$ cat config.mk
export PLATFORM = sky130hd
export DESIGN_NAME = regfile_wb_arbiter
export DESIGN_NICKNAME = d
export VERILOG_FILES = /design/src/rtl/regfile_pkg.sv /design/src/rtl/regfile_wb_arbiter_slot.sv /design/src/rtl/regfile_wb_arbiter.sv
export SDC_FILE = /design/constraint.sdc
export NUM_CORES = 1
export LEC_CHECK = 0
export CAP_MARGIN = 10
export CORE_MARGIN = 1
export CORE_UTILIZATION = 25
export CTS_BUF_LIST = sky130_fd_sc_hd__clkbuf_4 sky130_fd_sc_hd__clkbuf_8
export DETAILED_ROUTE_END_ITERATION = 12
export PLACE_DENSITY_LB_ADDON = 0.1
export RECOVER_POWER = 100
export SETUP_SLACK_MARGIN = 0.02
export SLEW_MARGIN = 20
export SYNTH_ARGS = -nofsm -noshare
export SYNTH_HDL_FRONTEND = slang
export SYNTH_SLANG_ARGS = --single-unit
$ cat constraint.sdc
create_clock -name clk -period 7.57 [get_ports clk]
set_clock_uncertainty 0.05 [all_clocks]
set_input_delay 1.514 -clock clk [delete_from_list [all_inputs] [get_ports clk]]
set_output_delay 1.514 -clock clk [all_outputs]
set_load 0.03 [all_outputs]
$ cat src/rtl/regfile_pkg.sv
// Shared constants and types for the register-file writeback path.
package regfile_pkg;

  localparam int unsigned REG_ADDR_W = 5;
  localparam int unsigned REG_DATA_W = 64;
  localparam int unsigned REG_ZR     = 31;

  typedef struct packed {
    logic [REG_ADDR_W-1:0] addr;
    logic [REG_DATA_W-1:0] data;
  } wb_req_t;

  typedef enum logic {
    SRC_ALU = 1'b0,
    SRC_MEM = 1'b1
  } src_e;

endpackage

$ cat src/rtl/regfile_wb_arbiter_slot.sv
// One-entry writeback holding slot. Accepts when empty or when being drained
// this cycle; writes to the zero register are accepted but never stored.
module wb_slot
  import regfile_pkg::*;
#(
  parameter int unsigned DATA_W = REG_DATA_W,
  parameter int unsigned ADDR_W = REG_ADDR_W
) (
  input  logic              clk,
  input  logic              reset,
  input  logic              in_valid,
  output logic              in_ready,
  input  logic [ADDR_W-1:0] in_addr,
  input  logic [DATA_W-1:0] in_data,
  input  logic              drop,
  input  logic              drain,
  output logic              loaded,
  output logic              full,
  output logic [ADDR_W-1:0] addr,
  output logic [DATA_W-1:0] data
);

  logic              full_q;
  logic [ADDR_W-1:0] addr_q;
  logic [DATA_W-1:0] data_q;

  // Ready and load strobe; load wins over drain on the same edge.
  always_comb begin
    in_ready = !full_q || drain;
    loaded   = in_valid && in_ready && !drop;
  end

  // Slot storage: refill, drain or hold.
  always_ff @(posedge clk or posedge reset) begin
    if (reset) begin
      full_q <= 1'b0;
      addr_q <= '0;
      data_q <= '0;
    end else if (loaded) begin
      full_q <= 1'b1;
      addr_q <= in_addr;
      data_q <= in_data;
    end else if (drain) begin
      full_q <= 1'b0;
    end
  end

  assign full = full_q;
  assign addr = addr_q;
  assign data = data_q;

endmodule

$ cat src/rtl/regfile_wb_arbiter.sv
// Arbitrates the register file's single write port between the ALU and the
// memory writeback sources, and exports a per-register pending vector.
module regfile_wb_arbiter
  import regfile_pkg::*;
#(
  parameter int unsigned DATA_W  = REG_DATA_W,
  parameter int unsigned ADDR_W  = REG_ADDR_W,
  parameter int unsigned ZR_ADDR = REG_ZR
) (
  input  logic                 clk,
  input  logic                 reset,
  input  logic                 alu_valid,
  output logic                 alu_ready,
  input  logic [ADDR_W-1:0]    alu_addr,
  input  logic [DATA_W-1:0]    alu_data,
  input  logic                 mem_valid,
  output logic                 mem_ready,
  input  logic [ADDR_W-1:0]    mem_addr,
  input  logic [DATA_W-1:0]    mem_data,
  output logic                 we3,
  output logic [ADDR_W-1:0]    wa3,
  output logic [DATA_W-1:0]    wd3,
  output logic [2**ADDR_W-1:0] pending
);

  logic              alu_full, mem_full;
  logic              alu_load, mem_load;
  logic              alu_drop, mem_drop;
  logic [ADDR_W-1:0] alu_a, mem_a;
  logic [DATA_W-1:0] alu_d, mem_d;
  logic              gnt_alu, gnt_mem;

  // tie_q: both current entries were loaded on the same edge.
  // older_q: which slot was loaded first when they were not.
  logic              tie_q;
  src_e              older_q;
  src_e              last_grant_q;
  logic [ADDR_W-1:0] last_wa_q;
  logic [DATA_W-1:0] last_wd_q;

  assign alu_drop = (alu_addr == ADDR_W'(ZR_ADDR));
  assign mem_drop = (mem_addr == ADDR_W'(ZR_ADDR));

  wb_slot #(.DATA_W(DATA_W), .ADDR_W(ADDR_W)) u_alu_slot (
    .clk      (clk),
    .reset    (reset),
    .in_valid (alu_valid),
    .in_ready (alu_ready),
    .in_addr  (alu_addr),
    .in_data  (alu_data),
    .drop     (alu_drop),
    .drain    (gnt_alu),
    .loaded   (alu_load),
    .full     (alu_full),
    .addr     (alu_a),
    .data     (alu_d)
  );

  wb_slot #(.DATA_W(DATA_W), .ADDR_W(ADDR_W)) u_mem_slot (
    .clk      (clk),
    .reset    (reset),
    .in_valid (mem_valid),
    .in_ready (mem_ready),
    .in_addr  (mem_addr),
    .in_data  (mem_data),
    .drop     (mem_drop),
    .drain    (gnt_mem),
    .loaded   (mem_load),
    .full     (mem_full),
    .addr     (mem_a),
    .data     (mem_d)
  );

  // Grant from slot state only: sole entry, then age, then same-address
  // ALU-first ordering, then round-robin.
  always_comb begin
    gnt_alu = 1'b0;
    gnt_mem = 1'b0;
    unique case ({alu_full, mem_full})
      2'b10: gnt_alu = 1'b1;
      2'b01: gnt_mem = 1'b1;
      2'b11: begin
        if (!tie_q) begin
          gnt_alu = (older_q == SRC_ALU);
        end else if (alu_a == mem_a) begin
          gnt_alu = 1'b1;
        end else begin
          gnt_alu = (last_grant_q == SRC_MEM);
        end
        gnt_mem = !gnt_alu;
      end
      default: ;
    endcase
  end

  // Write port driven from slot flops; address/data hold when idle.
  always_comb begin
    we3 = gnt_alu || gnt_mem;
    wa3 = last_wa_q;
    wd3 = last_wd_q;
    if (gnt_alu) begin
      wa3 = alu_a;
      wd3 = alu_d;
    end else if (gnt_mem) begin
      wa3 = mem_a;
      wd3 = mem_d;
    end
  end

  // Pending decode of uncommitted destinations.
  always_comb begin
    pending = '0;
    if (alu_full) pending[alu_a] = 1'b1;
    if (mem_full) pending[mem_a] = 1'b1;
  end

  // Age tracking: a freshly loaded entry is always the youngest, and the
  // flag is left alone when neither slot reloads.
  always_ff @(posedge clk or posedge reset) begin
    if (reset) begin
      tie_q   <= 1'b0;
      older_q <= SRC_ALU;
    end else if (alu_load && mem_load) begin
      tie_q   <= 1'b1;
    end else if (alu_load) begin
      tie_q   <= 1'b0;
      older_q <= SRC_MEM;
    end else if (mem_load) begin
      tie_q   <= 1'b0;
      older_q <= SRC_ALU;
    end
  end

  // Round-robin history and held write-port values.
  always_ff @(posedge clk or posedge reset) begin
    if (reset) begin
      last_grant_q <= SRC_MEM;
      last_wa_q    <= '0;
      last_wd_q    <= '0;
    end else if (we3) begin
      last_grant_q <= gnt_alu ? SRC_ALU : SRC_MEM;
      last_wa_q    <= wa3;
      last_wd_q    <= wd3;
    end
  end

endmodule

Yosys cells after proc, flatten, opt, wreduce, memory -nomap -nowiden
Index checks and enable logic that the tools add are counted.
- multiplexer cells: 24
- reductions and logical operators: 20
- bitwise operators: 3
- magnitude comparators: 4
- equality and inequality tests: 6
- operators by type and width (operator ; count):
    $mux W64 ; 2
    $mux W32 ; 2
    $or A32 B32 Y32 ; 1
    $mux W1 ; 14
    $lt A5 B6 Y1 const B ; 2
    $demux W1 S5 ; 2
    $eq A5 B5 Y1 const B ; 2
    $ge A5 B1 Y1 const B ; 2
    $mux W5 ; 2
    $logic_and A1 B1 Y1 ; 7
    $reduce_bool A2 Y1 ; 3
    $eq A5 B5 Y1 ; 1
    $logic_not A1 Y1 ; 5
    $eq A2 B2 Y1 const B ; 2
    $pmux W1 S2 ; 2
    $logic_or A1 B1 Y1 ; 3
    $reduce_bool A3 Y1 ; 1
    $eq A2 B1 Y1 const B ; 1
    $not A1 Y1 ; 2
    $reduce_and A2 Y1 ; 1
- flip-flop bits (word level): 212
- output and inout port bits: 104
- bits of input ports: 142

Longest topological paths before layout
- depth in word-level cells: 12
- mapped depth: 10
- gate-level depth less buffers: 7

Hierarchy
Synthesis repeated with hierarchy kept, for this count alone.
- cell total of the unflattened synthesis: 1046
- area total of the unflattened synthesis: 11863.9 µm²
- by module, submodules not included (module ; cells an instance ; times used ; seq. area each (µm²) ; area an instance (µm²)):
    regfile_wb_arbiter ; 744 ; 1 ; 1803.0 ; 6568.8
    wb_slot ; 151 ; 2 ; 1751.7 ; 2647.5

Worst setup path before layout
OpenSTA, ideal clock, no wires.
- path kind: reg-to-output
- start: register u_mem_slot.addr_q[1], in the netlist u_mem_slot.addr[1]
- end: output wa3[1]
- path slack: 3.719 ns
- cell stages (with the launch flop): 8
- arrival: 2.287 ns
- path buffers: 2
- path through: dfrtp_1 > buf_6 > xnor2_1 > nand4_4 > o311ai_4 > buf_2 > nor2_1 > a211oi_1
- cells in the longest elaborated chain, start to end: 8
- RTL lines (what ; RTL line ; text):
    start: declaration ; regfile_wb_arbiter_slot.sv:24 ; logic [ADDR_W-1:0] addr_q;
    start signal: assignment ; regfile_wb_arbiter_slot.sv:41 ; addr_q <= in_addr;
    $eq A5 B5 Y1 ; regfile_wb_arbiter.sv:85 ; end else if (alu_a == mem_a) begin
    $mux W1 ; regfile_wb_arbiter.sv:85 ;
    $mux W1 ; regfile_wb_arbiter.sv:83 ; if (!tie_q) begin
    $mux W1 ; regfile_wb_arbiter.sv:79 ; unique case ({alu_full, mem_full})
    $logic_not A1 Y1 ; regfile_wb_arbiter.sv:90 ; gnt_mem = !gnt_alu;
    $pmux W1 S2 ; regfile_wb_arbiter.sv:79 ;
    $mux W5 ; regfile_wb_arbiter.sv:104 ; end else if (gnt_mem) begin
    $mux W5 (*) ; regfile_wb_arbiter.sv:101 ; if (gnt_alu) begin
    end: declaration ; regfile_wb_arbiter.sv:21 ; output logic [ADDR_W-1:0] wa3,
Mark *: on every way between the ends. The rest lies on a longest branch, timed or not. The select of a mux whose other input is x is not followed.

Worst setup path after layout
- start: register u_alu_slot.full_q, in the netlist u_alu_slot.full
- end: output wd3[43]
- cells in the longest elaborated chain, start to end: 4
- RTL lines (what ; RTL line ; text):
    start: declaration ; regfile_wb_arbiter_slot.sv:23 ; logic full_q;
    start signal: assignment ; regfile_wb_arbiter_slot.sv:36 ; full_q <= 1'b0;
    start signal: assignment ; regfile_wb_arbiter_slot.sv:40 ; full_q <= 1'b1;
    start signal: assignment ; regfile_wb_arbiter_slot.sv:44 ; full_q <= 1'b0;
    $eq A2 B2 Y1 or $eq A2 B1 Y1 (tied branches) ; regfile_wb_arbiter.sv:79 ;
    $pmux W1 S2 ; regfile_wb_arbiter.sv:79 ;
    $mux W64 ; regfile_wb_arbiter.sv:104 ;
    $mux W64 (*) ; regfile_wb_arbiter.sv:101 ;
    end: declaration ; regfile_wb_arbiter.sv:22 ; output logic [DATA_W-1:0] wd3,
Mark *: on every way between the ends. The rest lies on a longest branch, timed or not.

==> impl_metrics.tcl <==
set metrics [dict create \
    final_nets 1169 \
    die-area_sq_um 40000 \
    cts_made_buffers 42 \
    die_y_um 200 \
    path_buf_inv 3 \
    cp_num_cells 6 \
    ctsResizeCount 0 \
    hp-class "flop to flop" \
    setup_viol 0 \
    worstReg2RegStart "u_alu_slot.full$_DFFE_PP0P_" \
    cts_sinks 212 \
    ctsHoldBuffers 0 \
    fin_cells 1573 \
    dr.pass1.iters 4 \
    drcViolationCount 0 \
    leakagePower_nw 5.45 \
    grt_max_degree 198 \
    crit_required_ps 6010 \
    gr-total-overflow 0 \
    r2r_slack_ps 2760 \
    grt_pass1_wl_um 42200 \
    drive_gt1_share_pct 15.6 \
    hpwlAfterDp_um 17500 \
    synth_top_area_share_pct 53.8 \
    track_usage_pct 13.9 \
    worstPathCellList "inv_1 -> o311ai_0 -> buf_12 -> nor2_1 -> a21oi_1 -> dlygate4sd3_1" \
    grt_antenna_before_repair 1 \
    htree_levels 2 \
    final_max_slew_viol_count 273 \
    maxSlewHeadroom_pct -104 \
    wl_um 27300 \
    syn_to_final_growth_pct 34.6 \
    synthCells 783 \
    cp_max_fo 197 \
    cp-end-kind "output pin" \
    initial_core_util_pct 25.4 \
    first_global_vias 6995 \
    critPathLaunch "u_alu_slot.full$_DFFE_PP0P_" \
    worst_slack_ps 1780 \
    synth.distinct_cells 41 \
    cp_data_arrival_time_ps 4220 \
    ys_seq_area_share_pct 54.1 \
    fp.coreArea_sq_um 38600 \
    clockRootBuffer "clkbuf_8" \
    rsz0062_at_grt "false" \
    cts_tree "built" \
    setup_tns_ps 0 \
    pre_cts_ws_ps 2560 \
    violations "capacitance limit, slew limit" \
    synth_seq_cells 212 \
    min_period_ps 5790 \
    via_count 6900 \
    place_congestion 0.707 \
    placedCellCount 1499 \
    yosys_warnings 0 \
    synthTopCellsByArea "dfrtp_1 54%, mux2_4 9.2%, mux2_2 8.2%" \
    yosys.area.top_type "dfrtp_1" \
    rr_worst_depth 8 \
    path_clk_slew_ps 50 \
    finalHoldViolations 0 \
    path_delay_family "buffers and inverters" \
    postCtsSetupBuffers 0 \
    ir_drop_mv 0.209 \
    syn_area_per_cell_sq_um 12.5 \
    status "finished, violations left" \
    rows 72 \
    syn_nets 927 \
    drt_iter0_drc 281 \
    slowest_delay_ps 790 \
    maxCapViolations 5 \
    worstSetupStartpointType "flop" \
    wl_per_cell_um 17.4 \
    cts_buffer_depth 3 \
    crit_slowest_cell "dlygate4sd3_1" \
    clk_latency_ps 560 \
    syn-cell-area_sq_um 9810 \
    period_share_pct 76.4 \
    io-pin-count 246 \
    die_w_um 200 \
    portBuffers 245 \
    crit_end "wd3[43]" \
    worst_pin_slew_ps 3060 \
    fmax_mhz 173 \
    worstSetupPathType "flop to output pin" \
    vias_per_cell 4.39 \
    rr_endpoint "older_q$_DFFE_PP0P_" \
    power_density_nw_per_um2 416 \
    ant_nets 0 \
]
## layer usage
metal  track usage, %  share of wire, %
met2             20.8                44
met4             5.29               2.1
met5                0                 0
met3             4.52               7.5
met1             18.5                46
## stage by stage
step	hold WS [ps]	power, mW	util [%]	instance area (sq um)
finish	434	5.49	34.1	13200
CTS	441	5.83	34.9	13500
global route	453	5.89	34.1	13200
floorplan	408	3.64	-	9810
global placement	422	4.56	32.7	12600
detailed placement	429	4.57	32.7	12600
## final cells by class
type	count	area [sq um]
Sequential cell	212	5310
Clock buffer	69	806
Fill cell	3902	25500
Tap cell	518	648
Timing Repair Buffer	253	2500
Multi-Input combinational cell	510	3850
Antenna cell	1	2.50
Clock inverter	4	47.5
Inverter	6	26.3
## registers in the layout, summed over array words and instances (netlist names)
register / flops
u_alu_slot.addr: 5
last_wd_q: 64
u_mem_slot.addr: 5
last_grant_q: 1
u_alu_slot.full: 1
last_wa_q: 5
tie_q: 1
u_mem_slot.full: 1
u_mem_slot.data: 64
older_q: 1
u_alu_slot.data: 64
## placed cells by master (no fill, tap or decap), drive strengths merged, types with 2 or more instances in the layout
master           n
clkbuf          75
o32a             2
nor2            72
a211oi           2
nand3b           9
o21ai            2
clkinv           2
nor3             4
ha               2
or3b             4
o22ai           32
dlygate4sd3    105
buf              2
dfrtp          211
o22a             2
clkdlybuf4s50  140
nand2b           2
mux2i           67
clkinvlp         2
nand3            7
mux2           136
xnor2            5
or3              3
inv              5
o221a            4
nand2           15
a21oi          130
nand4            2
## synthesized netlist by cell type (all sizes together)
library cell  instances
dfrtp               211
mux2                136
a21oi               130
nor2                 72
mux2i                67
buf                  40
o22ai                32
clkbuf               15
nand2                15
nand3b                9
nand3                 7
inv                   6
xnor2                 5
nor3                  4
o221a                 4
or3b                  4
or3                   3
a211oi                2
ha                    2
nand2b                2
nand4                 2
o21ai                 2
o22a                  2
o32a                  2
and2b                 1
dfstp                 1
nor3b                 1
o2111ai               1
o211ai                1
o21a                  1
o311ai                1
o31ai                 1
or2                   1
## power breakdown
group	leakage [nW]	internal (mW)	switching, mW
clock network	0.459	0.701	0.501
logic	2.55	0.999	1.48
registers	2.44	1.58	0.230
## worst min-delay path by stage
stage,from,end,cells past startpoint
final,u_alu_slot.data[46]$_DFFE_PP0P_,u_alu_slot.data[46]$_DFFE_PP0P_,1
after global routing,u_alu_slot.data[42]$_DFFE_PP0P_,u_alu_slot.data[42]$_DFFE_PP0P_,1
after floorplan,u_alu_slot.data[42]$_DFFE_PP0P_,u_alu_slot.data[42]$_DFFE_PP0P_,1
after detailed placement,u_alu_slot.data[42]$_DFFE_PP0P_,u_alu_slot.data[42]$_DFFE_PP0P_,1
after CTS,u_alu_slot.data[42]$_DFFE_PP0P_,u_alu_slot.data[42]$_DFFE_PP0P_,1
after global placement,u_alu_slot.data[46]$_DFFE_PP0P_,u_alu_slot.data[46]$_DFFE_PP0P_,1
## logic make-up (layout without fill, tap and decap cells)
family          after synthesis  after routing  share of synthesized area (%)
mux                         203            203                           24.8
simple gates                121            121                           5.78
other cells                   0              1                              0
fa+ha+maj                     2              2                          0.255
buf+inv                      61            332                           3.98
xor+xnor                      5              5                          0.447
flops                       212            212                           54.1
compound gates              179            179                           10.7
Power figures use the tool's default switching activity.
